[src/rtl/z80_mem_wr16_seq.sv]
// Z80 16-bit store sequencer: writes a register pair to nn (low byte) and nn+1 (high byte)
// as two back-to-back memory write machine cycles, with WAIT stretching and optional timeout.
module z80_mem_wr16_seq #(
  parameter int unsigned WAIT_LIMIT = 0
) (
  input  logic        clk,
  input  logic        reset,
  input  logic        start,
  input  logic [15:0] addr,
  input  logic [15:0] data,
  input  logic        wait_n,
  output logic        mreq_n,
  output logic        wr_n,
  output logic [15:0] bus_addr,
  output logic [7:0]  bus_wdata,
  output logic        busy,
  output logic        done,
  output logic        timeout,
  output logic [15:0] z80fi_bus_waddr,
  output logic [15:0] z80fi_bus_waddr2,
  output logic [7:0]  z80fi_bus_wdata,
  output logic [7:0]  z80fi_bus_wdata2
);

  typedef enum logic [2:0] {
    S_IDLE, S_T1, S_T2, S_TW, S_T3, S_FIN
  } state_t;

  state_t      state_q, state_d;
  logic        idx_q, idx_d;
  logic [15:0] addr_q, addr_d;
  logic [15:0] data_q, data_d;
  logic [15:0] bus_addr_q, bus_addr_d;
  logic [7:0]  bus_wdata_q, bus_wdata_d;
  logic [15:0] wait_cnt_q, wait_cnt_d;
  logic        timeout_q, timeout_d;
  logic [15:0] tr_waddr_q, tr_waddr_d;
  logic [15:0] tr_waddr2_q, tr_waddr2_d;
  logic [7:0]  tr_wdata_q, tr_wdata_d;
  logic [7:0]  tr_wdata2_q, tr_wdata2_d;

  logic [15:0] wait_cnt_inc;
  logic        limit_hit;

  // Saturating so a very long stall cannot wrap back under the limit.
  assign wait_cnt_inc = (wait_cnt_q == '1) ? wait_cnt_q : wait_cnt_q + 16'd1;
  assign limit_hit    = (WAIT_LIMIT != 0) && (32'(wait_cnt_inc) >= WAIT_LIMIT);

  always_comb begin
    state_d     = state_q;
    idx_d       = idx_q;
    addr_d      = addr_q;
    data_d      = data_q;
    bus_addr_d  = bus_addr_q;
    bus_wdata_d = bus_wdata_q;
    wait_cnt_d  = wait_cnt_q;
    timeout_d   = 1'b0;
    tr_waddr_d  = tr_waddr_q;
    tr_waddr2_d = tr_waddr2_q;
    tr_wdata_d  = tr_wdata_q;
    tr_wdata2_d = tr_wdata2_q;
    unique case (state_q)
      S_IDLE: begin
        if (start) begin
          addr_d      = addr;
          data_d      = data;
          idx_d       = 1'b0;
          wait_cnt_d  = '0;
          bus_addr_d  = addr;
          bus_wdata_d = data[7:0];
          state_d     = S_T1;
        end
      end
      S_T1: state_d = S_T2;
      S_T2: state_d = wait_n ? S_T3 : S_TW;
      S_TW: begin
        wait_cnt_d = wait_cnt_inc;
        if (wait_n) begin
          state_d = S_T3;
        end else if (limit_hit) begin
          timeout_d = 1'b1;
          state_d   = S_IDLE;
        end
      end
      S_T3: begin
        if (!idx_q) begin
          idx_d       = 1'b1;
          wait_cnt_d  = '0;
          bus_addr_d  = addr_q + 16'd1;
          bus_wdata_d = data_q[15:8];
          state_d     = S_T1;
        end else begin
          tr_waddr_d  = addr_q;
          tr_waddr2_d = addr_q + 16'd1;
          tr_wdata_d  = data_q[7:0];
          tr_wdata2_d = data_q[15:8];
          state_d     = S_FIN;
        end
      end
      S_FIN:   state_d = S_IDLE;
      default: state_d = S_IDLE;
    endcase
  end

  always_ff @(posedge clk) begin
    if (reset) begin
      state_q     <= S_IDLE;
      idx_q       <= 1'b0;
      addr_q      <= '0;
      data_q      <= '0;
      bus_addr_q  <= '0;
      bus_wdata_q <= '0;
      wait_cnt_q  <= '0;
      timeout_q   <= 1'b0;
      tr_waddr_q  <= '0;
      tr_waddr2_q <= '0;
      tr_wdata_q  <= '0;
      tr_wdata2_q <= '0;
    end else begin
      state_q     <= state_d;
      idx_q       <= idx_d;
      addr_q      <= addr_d;
      data_q      <= data_d;
      bus_addr_q  <= bus_addr_d;
      bus_wdata_q <= bus_wdata_d;
      wait_cnt_q  <= wait_cnt_d;
      timeout_q   <= timeout_d;
      tr_waddr_q  <= tr_waddr_d;
      tr_waddr2_q <= tr_waddr2_d;
      tr_wdata_q  <= tr_wdata_d;
      tr_wdata2_q <= tr_wdata2_d;
    end
  end

  // Strobes decode straight from state, so wr_n low always implies mreq_n low.
  assign mreq_n = !(state_q inside {S_T1, S_T2, S_TW, S_T3});
  assign wr_n   = !(state_q inside {S_T2, S_TW, S_T3});
  assign busy   = (state_q != S_IDLE);
  assign done   = (state_q == S_FIN);
  assign timeout = timeout_q;

  assign bus_addr         = bus_addr_q;
  assign bus_wdata        = bus_wdata_q;
  assign z80fi_bus_waddr  = tr_waddr_q;
  assign z80fi_bus_waddr2 = tr_waddr2_q;
  assign z80fi_bus_wdata  = tr_wdata_q;
  assign z80fi_bus_wdata2 = tr_wdata2_q;

endmodule

[config.mk]
export PLATFORM = sky130hd
export DESIGN_NAME = z80_mem_wr16_seq
export DESIGN_NICKNAME = d
export VERILOG_FILES = /design/src/rtl/z80_mem_wr16_seq.sv
export SDC_FILE = /design/constraint.sdc
export NUM_CORES = 1
export LEC_CHECK = 0
export BUFFER_PORTS_ARGS = -buffer_cell sky130_fd_sc_hd__buf_4
export CAP_MARGIN = 20
export CORE_MARGIN = 1.5
export CORE_UTILIZATION = 53
export DETAILED_ROUTE_END_ITERATION = 16
export PLACE_DENSITY = 0.8
export SYNTH_ARGS = -nofsm -noshare
export SYNTH_HDL_FRONTEND = slang
export SYNTH_SLANG_ARGS = --single-unit
[constraint.sdc]
create_clock -name clk -period 2.21 [get_ports clk]
set_input_delay 0.1105 -clock clk [delete_from_list [all_inputs] [get_ports clk]]
set_output_delay 0.1105 -clock clk [all_outputs]
set_load 0.02 [all_outputs]
==> results of run 1 <==
report_power, final:
| part | switching, mW | internal (mW) | total (mW) |
|---|---|---|---|
| Sequential | 0.0979 | 2.04 | 2.14 |
| Clock | 0.648 | 0.732 | 1.38 |
| Combinational | 0.375 | 0.286 | 0.661 |
| Total | 1.12 | 3.06 | 4.18 |
stage by stage:
step / setup WS (ns) / area [um^2] / hold WS, ns / power, mW
floorplan: 0.6562 / 4429 / 0.2265 / 2.540
global placement: 0.5552 / 5296 / 0.3340 / 2.769
detailed placement: 0.4702 / 5296 / 0.3364 / 2.790
CTS: 0.3725 / 5833 / 0.003098 / 4.185
global route: 0.2548 / 5843 / 0.009794 / 4.332
finish: 0.3671 / 5843 / 0.01168 / 4.183
sequential cells by signal, summed over array words and instances, names as in the netlist:
register and cells:
bus_addr 16, z80fi_bus_wdata 8, state_q 3, bus_wdata 8, z80fi_bus_waddr 16, addr_q 16, z80fi_bus_waddr2 16, idx_q 1
data_q 16, z80fi_bus_wdata2 8
Yosys cell counts, types with 2 or more instances:
| cell type | instances |
|---|---|
| nand4_1 | 8 |
| and2_1 | 2 |
| nor4_1 | 2 |
| o311ai_1 | 2 |
| nand2_1 | 169 |
| a311oi_1 | 5 |
| clkbuf_1 | 20 |
| o21ai_1 | 2 |
| nor4_2 | 4 |
| a211oi_1 | 6 |
| nor3_1 | 21 |
| nor2_1 | 34 |
| xnor2_1 | 8 |
| nand4_2 | 2 |
| inv_1 | 4 |
| o211ai_1 | 3 |
| nand2b_1 | 5 |
| a211oi_2 | 4 |
| o21a_1 | 4 |
| nand3_1 | 5 |
| a211o_1 | 3 |
| buf_4 | 11 |
| a311oi_2 | 4 |
| a21oi_1 | 74 |
| dfxtp_1 | 108 |
| o221ai_1 | 5 |
| buf_2 | 11 |
| nand3_2 | 2 |
routing by layer:
layer / GRT usage (%) / vias up
li1: - / 2084
met1: 32.64 / 2005
met2: 49.28 / 172
met3: 7.005 / 21
met4: 10.95 / 0
met5: 0 / -
cell families after synthesis:
family          Yosys count  share of synthesized area (%)
compound gates          119                          17.80
xor+xnor                  9                          1.780
fa+ha+maj                 1                         0.2824
buf+inv                  48                          5.480
flops                   108                          48.81
other cells               1                        0.08466
simple gates            259                          25.76
final cells by class:
| class | instances | area (um^2) |
|---|---|---|
| fill | 647 | 2291 |
| sequential | 108 | 2162 |
| multi-input combinational | 389 | 2037 |
| timing repair buffer | 156 | 1261 |
| clock buffer | 13 | 168.9 |
| tap | 105 | 131.4 |
| clock inverter | 3 | 67.56 |
| inverter | 4 | 15.01 |
worst max-delay path, stage by stage (launching register included):
cell,delay (ns)
dfxtp_1,0.54
nor3b_4,0.25
buf_4,0.31
nor2_1,0.09
buf_4,0.17
final timing paths:
path	slack, ns	end	cells past startpoint
max	0.37	wr_n	4
min	0.01	addr_q[4]	3
max reg2reg	0.44	bus_addr[12]	5
min reg2reg	0.46	z80fi_bus_wdata[7]	2
layout by cell type, fill, tap and decap left out, types with 6 or more instances in the layout:
| cell | count |
|---|---|
| nor3_1 | 21 |
| buf_4 | 124 |
| a211oi_1 | 6 |
| a21oi_1 | 74 |
| xnor2_1 | 8 |
| clkbuf_8 | 12 |
| nand4_1 | 8 |
| nor2_1 | 34 |
| nand2_1 | 169 |
| dfxtp_1 | 108 |
| dlygate4sd3_1 | 31 |
==> results.py, run 1 <==
metrics = {
    "floorplanning": {
        "fp-row-count": 33,
        "chipHeight_um": 94.42,
        "num_io_pins": 113,
        "die-area_mm2": 0.008914,
        "core_area_mm2": 0.008134,
        "die_w_um": 94.42,
        "start_util_pct": 54.45,
    },
    "timing": {
        "finalClockSkew_ns": 0.01235,
        "post-route-min-period_ns": 1.843,
        "hold_viol": 0,
        "setup_viol": 0,
        "slew_headroom_pct": 63.66,
        "maxSlewViolCount": 0,
        "worst_pin_slew_ns": 0.5444,
        "rsz0062_at_grt": "false",
        "final.setup.tns_ns": 0,
        "fin_crit_sh_pct": 83.39,
        "fmax_mhz": 542.6,
    },
    "clocking": {
        "clkTransAtPathRegs_ns": 0.10,
        "htreeDepth": 3,
        "post_cts_buffers": 0,
        "cts_sinks": 108,
        "cts_max_path_buffers": 2,
        "numCtsBuffers": 9,
        "cts-root-buf": "clkbuf_8",
        "clock_latency_ns": 0.37,
        "holdBufCountCts": 30,
        "cts.repair.resized": 0,
        "cts_tree": "built",
    },
    "grt": {
        "track_usage_pct": 28.03,
        "grt_pass1_wl_um": 19340,
        "grt_max_degree": 47,
        "antenna_found_initial": 0,
        "first_global_vias": 4120,
        "grt_remaining_overflow": 0,
    },
    "routing": {
        "drcViolationCount": 0,
        "vias": 4282,
        "drt-met1-wl_um": 5077,
        "drtIter0Drc": 329,
        "wl_met3_um": 896,
        "antenna_left": 0,
        "vias_per_cell": 5.504,
        "top_layer": "met4",
        "wl_met2_um": 6089,
        "drt_pass1_iterations": 4,
        "wl_per_cell_um": 15.75,
        "wl_um": 12260,
    },
    "synth": {
        "synthCells": 545,
        "synth.area.top_cells": "dfxtp_1, nand2_1, a21oi_1",
        "ys_seq_elements": 108,
        "syn_area_per_cell_um2": 8.127,
        "ys.flop_type": "dfxtp_1",
        "netlist_area_mm2": 0.004429,
        "synth_top_area_cell": "dfxtp_1",
        "yosysTopAreaCellShare_pct": 48.81,
        "yosys_warnings": 0,
        "syn_nets": 582,
        "synth-async-reset-ratio_pct": 0,
        "synth_edf_count": 0,
        "ys_types": 45,
        "yosysSeqAreaShare_pct": 48.81,
    },
    "placed_design": {
        "dpl.hpwl_um": 7960,
        "port_buffers": 111,
        "dp_cells": 731,
        "gp_congestion": 0.8430,
    },
    "cells_and_area": {
        "nets": 705,
        "utilization_pct": 71.84,
        "syn_to_final_growth_pct": 31.92,
        "drive_gt1_share_pct": 24.07,
        "diodes": 0,
        "stdcell_count": 778,
    },
    "power_and_ir_drop": {
        "power_leakage_nw": 2.276,
        "ir_drop_uv": 408.5,
        "power_density_mw_per_mm2": 715.9,
    },
    "setup_path": {
        "start_kind": "register",
        "path_class": "register to output pin",
        "r2r-start": "addr_q[0]",
        "critical_path_arrival_ns": 1.73,
        "required_ns": 2.10,
        "crit_fanout": 22,
        "crit_path_end_kind": "output pin",
        "critPathLaunch": "state_q[2]",
    },
    "min_path": {
        "hp-class": "input port to register",
        "worstHoldStart": "addr[4]",
    },
    "status": {
        "status": "completed",
    },
    "flow_run": {
        "drv_cap": 0,
    },
}
Power figures use the tool's default switching activity.
==> run 2, diff against run 1 <==
--- a/config.mk
+++ b/config.mk
@@ -8,9 +8,9 @@
 export BUFFER_PORTS_ARGS = -buffer_cell sky130_fd_sc_hd__buf_4
 export CAP_MARGIN = 20
 export CORE_MARGIN = 1.5
-export CORE_UTILIZATION = 53
+export CORE_UTILIZATION = 47
 export DETAILED_ROUTE_END_ITERATION = 16
-export PLACE_DENSITY = 0.8
+export PLACE_DENSITY = 0.75
 export SYNTH_ARGS = -nofsm -noshare
 export SYNTH_HDL_FRONTEND = slang
 export SYNTH_SLANG_ARGS = --single-unit
==> constraint.sdc (replaced) <==
create_clock -name clk -period 1.6 [get_ports clk]
set_input_delay 0.08 -clock clk [delete_from_list [all_inputs] [get_ports clk]]
set_output_delay 0.08 -clock clk [all_outputs]
set_load 0.02 [all_outputs]
==> run 2 against run 1 <==
Clock skew is essentially flat. Clock power is 24% higher. Worst hold slack gained 0.051 ns. Sequential share of layout area is 1.2 points lower. Largest cell class unchanged. Largest power group unchanged.
==> results.py, run 2 (synthesized netlist as in run 1, its figures left out) <==
metrics = {
    "power_and_ir_drop": {
        "power_mw": 5.639,
        "ir_drop_uv": 602.7,
        "power_leakage_nw": 2.405,
        "power_density_mw_per_mm2": 929.9,
    },
    "grt": {
        "grt_remaining_overflow": 0,
        "grt_max_degree": 43,
        "grt_pass1_wl_um": 19550,
        "first_global_vias": 4099,
        "track_usage_pct": 24.43,
        "antenna_found_initial": 0,
    },
    "routing": {
        "drt_pass1_iterations": 5,
        "antenna_left": 0,
        "vias": 4325,
        "wl_um": 12340,
        "drcViolationCount": 0,
        "drtIter0Drc": 246,
        "wl_per_cell_um": 15.37,
        "vias_per_cell": 5.386,
    },
    "clocking": {
        "cts_tree": "built",
        "cts_max_path_buffers": 2,
        "clock_latency_ns": 0.37,
        "cts-root-buf": "clkbuf_8",
        "cts_sinks": 108,
        "clkTransAtPathRegs_ns": 0.11,
        "numCtsBuffers": 9,
        "htreeDepth": 3,
    },
    "setup_path": {
        "path_class": "register to register",
        "critical_path_arrival_ns": 1.78,
        "crit_fanout": 5,
        "start_kind": "register",
        "crit_path_end_kind": "register",
        "required_ns": 1.83,
    },
    "timing": {
        "fin_crit_sh_pct": 96.67,
        "setup_viol": 0,
        "hold_viol": 0,
        "whs_ns": 0.06316,
        "finalClockSkew_ns": 0.01229,
        "maxSlewViolCount": 0,
        "post-route-min-period_ns": 1.547,
        "fmax_mhz": 646.6,
        "rsz0062_at_grt": "true",
    },
    "floorplanning": {
        "core_area_mm2": 0.009196,
        "chipHeight_um": 100.1,
        "num_io_pins": 113,
        "start_util_pct": 48.16,
        "die-area_mm2": 0.01002,
        "die_w_um": 100.1,
        "fp-row-count": 35,
    },
    "status": {
        "status": "completed",
    },
    "cells_and_area": {
        "final_cell_mix": "nand2_1, buf_4, dfxtp_1",
        "drive_gt1_share_pct": 27.89,
        "fillCellCount": 766,
        "final_common_cell": "nand2_1",
        "diodes": 0,
        "nets": 724,
        "syn_to_final_growth_pct": 36.92,
    },
    "flow_run": {
        "drv_cap": 0,
    },
    "min_path": {
        "hp-class": "input port to register",
    },
    "placed_design": {
        "dpl.hpwl_um": 8239,
        "gp_congestion": 0.8635,
        "port_buffers": 111,
    },
}
-- run 2: stage by stage --
step	cells	setup slack, ns	area, um^2	util, %	TNS (ns)
after floorplan	545	0.04617	4429	-	0
after global placement	752	0.08106	5435	59.10	0
after detailed placement	752	-0.001595	5435	59.10	-0.001595
after CTS	802	0.004206	5982	65.05	0
after global routing	803	-0.01927	6065	65.95	-0.02783
final	803	0.05334	6065	65.95	0
-- run 2: path summary, 6_finish.rpt --
path | cells after the start | to | slack, ns | start
min reg2reg | 2 | z80fi_bus_waddr[10] | 0.46 | z80fi_bus_waddr[10]
max reg2reg | 4 | bus_addr[14] | 0.05 | addr_q[7]
max | 4 | bus_addr[14] | 0.05 | addr_q[7]
min | 2 | z80fi_bus_wdata2[7] | 0.06 | reset
-- run 2: worst max-delay path, cell delays in order, from the launching register on --
cell and delay [ns]:
dfxtp_1 0.46, nand4_2 0.26, nor4_4 0.36, xnor2_2 0.17
o221ai_1 0.17
-- run 2: timing repair --
action	in CTS	in global routing
gates resized for setup	2	19
cloned	1	0
endpoints found under the hold margin	44	0
hold buffers	33	0
buffers inserted	0	1
setup endpoints to repair	1	36
pin swaps	0	4
-- run 2: power by group --
part	switching (mW)	internal [mW]
logic	0.543	0.432
registers	0.126	2.83
clock network	0.936	0.775
total	1.61	4.03
-- run 2: routing by layer --
metal | routed length [um] | up-vias | global-route usage, %
met5 | 0 | - | 0
met4 | 171 | 0 | 6.826
met3 | 805 | 22 | 5.292
met2 | 5993 | 167 | 41.60
met1 | 5369 | 2008 | 31.34
li1 | - | 2128 | -
-- run 2: cell type report --
type | count | area, um^2 | area share [%]
flip-flops and latches | 108 | 2173 | 35.84
multi-input cells | 389 | 2101 | 34.64
repair buffers | 175 | 1435 | 23.66
clock buffers | 11 | 141.4 | 2.331
well taps | 111 | 138.9 | 2.290
clock inverters | 5 | 60.06 | 0.9903
inverters | 4 | 15.01 | 0.2476
==> run 3, diff against run 2 <==
--- a/config.mk
+++ b/config.mk
@@ -5,12 +5,13 @@
 export SDC_FILE = /design/constraint.sdc
 export NUM_CORES = 1
 export LEC_CHECK = 0
+export ABC_AREA = 1
 export BUFFER_PORTS_ARGS = -buffer_cell sky130_fd_sc_hd__buf_4
 export CAP_MARGIN = 20
 export CORE_MARGIN = 1.5
-export CORE_UTILIZATION = 47
+export CORE_UTILIZATION = 48
 export DETAILED_ROUTE_END_ITERATION = 16
-export PLACE_DENSITY = 0.75
+export PLACE_DENSITY = 0.76
 export SYNTH_ARGS = -nofsm -noshare
 export SYNTH_HDL_FRONTEND = slang
 export SYNTH_SLANG_ARGS = --single-unit
==> run 3 against run 2 <==
Clock skew down 0.0019 ns. Total power up 50%. Clock-buffer cell count unchanged. Die area up 0.26%. Flip-flop and latch count unchanged. Critical endpoint is now bus_addr[5].
==> results.py, run 3 <==
metrics = {
    "setup_path": {
        "start_kind": "register",
        "slowest_delay_ns": 0.46,
        "crit_family": "simple AND/OR/NAND/NOR gates",
        "cp_slowest_cell": "dfxtp_1",
        "crit_top_cell": "nand2_1",
        "worst-path-buf-inv": 1,
        "crit_fanout": 6,
        "required_ns": 1.92,
        "crit_path_end_kind": "register",
        "path_class": "register to register",
        "critical_path_arrival_ns": 1.86,
        "path_cells": "nand3_1 -> nor2_1 -> xor2_1 -> nand2_1 -> nand2_1 -> nand2_1 -> inv_1",
    },
    "synth": {
        "ys_seq_elements": 108,
        "syn_area_per_cell_um2": 7.257,
        "synth_edf_count": 0,
        "yosys_warnings": 0,
        "synth_top_area_cell": "dfxtp_1",
        "syn_nets": 662,
        "synthCells": 625,
        "yosysTopAreaCellShare_pct": 47.67,
        "yosysMostFrequentCell": "nand2_1",
        "synth-async-reset-ratio_pct": 0,
        "ys.flop_type": "dfxtp_1",
        "ys_types": 27,
        "yosysSeqAreaShare_pct": 47.67,
        "synth.area.top_cells": "dfxtp_1, o21ai_0, nand2_1",
        "netlist_area_mm2": 0.004536,
        "synth_commonest_cells": "nand2_1, dfxtp_1, o21ai_0",
    },
    "timing": {
        "post-route-min-period_ns": 1.543,
        "setup_ws_ns": 0.05672,
        "setup_viol": 0,
        "fmax_mhz": 648.0,
        "fin_crit_sh_pct": 96.45,
        "finalClockSkew_ns": 0.01042,
        "whs_ns": 0.008246,
        "maxSlewViolCount": 0,
        "hold_viol": 0,
        "final.setup.tns_ns": 0,
        "rsz0062_at_grt": "true",
    },
    "routing": {
        "wl_um": 12690,
        "vias_per_cell": 5.241,
        "vias": 4439,
        "drtIter0Drc": 362,
        "drt_pass1_iterations": 5,
        "antenna_left": 0,
        "drcViolationCount": 0,
        "wl_per_cell_um": 14.98,
    },
    "cells_and_area": {
        "utilization_pct": 62.94,
        "nets": 769,
        "fillCellCount": 850,
        "syn_to_final_growth_pct": 27.61,
        "diodes": 0,
        "stdcell_count": 847,
        "final-seq-area_mm2": 0.002172,
        "final_cell_mix": "buf_4, nand2_1, dfxtp_1",
        "drive_gt1_share_pct": 21.60,
        "final_common_cell": "buf_4",
        "multi_input_area_mm2": 0.001913,
    },
    "clocking": {
        "clock_latency_ns": 0.37,
        "numCtsBuffers": 9,
        "cts_sinks": 108,
        "cts-root-buf": "clkbuf_8",
        "htreeDepth": 3,
        "cts_max_path_buffers": 2,
        "cts_tree": "built",
        "clkTransAtPathRegs_ns": 0.10,
    },
    "floorplanning": {
        "chipHeight_um": 100.2,
        "core_area_mm2": 0.009196,
        "die_w_um": 100.2,
        "fp-row-count": 35,
        "die-area_mm2": 0.01004,
        "num_io_pins": 113,
        "start_util_pct": 49.32,
    },
    "placed_design": {
        "port_buffers": 111,
        "dp_cells": 822,
        "post-place-ws_ns": -0.06864,
        "dpl.hpwl_um": 8847,
        "gp_congestion": 0.9066,
    },
    "grt": {
        "grt_pass1_wl_um": 19830,
        "track_usage_pct": 25.12,
        "grt_max_degree": 90,
        "grt_remaining_overflow": 0,
        "first_global_vias": 4027,
        "antenna_found_initial": 0,
    },
    "power_and_ir_drop": {
        "ir_drop_uv": 1385,
        "power_leakage_nw": 2.669,
        "power_density_mw_per_mm2": 1457,
    },
    "status": {
        "status": "completed",
    },
    "min_path": {
        "hp-class": "input port to register",
    },
    "flow_run": {
        "drv_cap": 0,
    },
}
## run 3: logic make-up after synthesis
family	Yosys count	share of synthesized area, %
AOI/OAI and AO/OA	188	21.43
xor gates and xnor gates	7	1.352
adders and majority gates	1	0.2758
buffers and inverters	115	10.79
DFF	108	47.67
other	1	0.08268
and+or+nand+nor	205	18.40
## run 3: worst min-delay path, delay by kind of cell
kind            cells  cell delay, ns
compound gates      2            0.17
buf+inv             1            0.09
## run 3: per-stage QoR
stage               power, mW  area [um^2]
finish                  8.434         5788
global route            8.898         5788
CTS                     8.354         5748
detailed placement      6.805         5456
global placement        6.705         5456
floorplan               5.717         4536
## run 3: worst paths after layout
check,from,endpoint,slack (ns),cells past startpoint
worst min register to register,data_q[5],data_q[5],0.46,2
worst max register to register,addr_q[2],bus_addr[5],0.06,7
worst min-delay path,data[7],data_q[7],0.008,3
worst max-delay path,addr_q[2],bus_addr[5],0.06,7
## run 3: area by class of cell
cell class	instances	share of cell area (%)
flip-flops and latches	108	37.53
well taps	111	2.399
clock buffers	11	2.270
inverters	78	5.145
repair buffers	133	19.13
multi-input cells	402	33.05
clock inverters	4	0.4756
## run 3: routing by layer
layer / vias to the layer above / global-route usage (%) / routed length, um
met2: 139 / 37.31 / 5701
met3: 19 / 3.900 / 733
met1: 2080 / 36.82 / 6046
li1: 2201 / - / -
met5: - / 0 / 0
met4: 0 / 9.101 / 210
## run 3: what timing repair did
item,4_1_cts,5_1_grt
endpoints found under the setup margin,5,19
resized for setup,12,9
hold buffers,5,0
pin swaps,1,2
hold endpoints to repair,5,0
cloned,1,1
setup buffers,2,2
## run 3: power breakdown
part / internal (mW) / leakage [nW] / switching [mW]
Sequential: 3.26 / 0.885 / 0.393
Clock: 0.561 / 0.0831 / 0.914
Combinational: 1.23 / 1.70 / 2.08
Total: 5.05 / 2.67 / 3.39
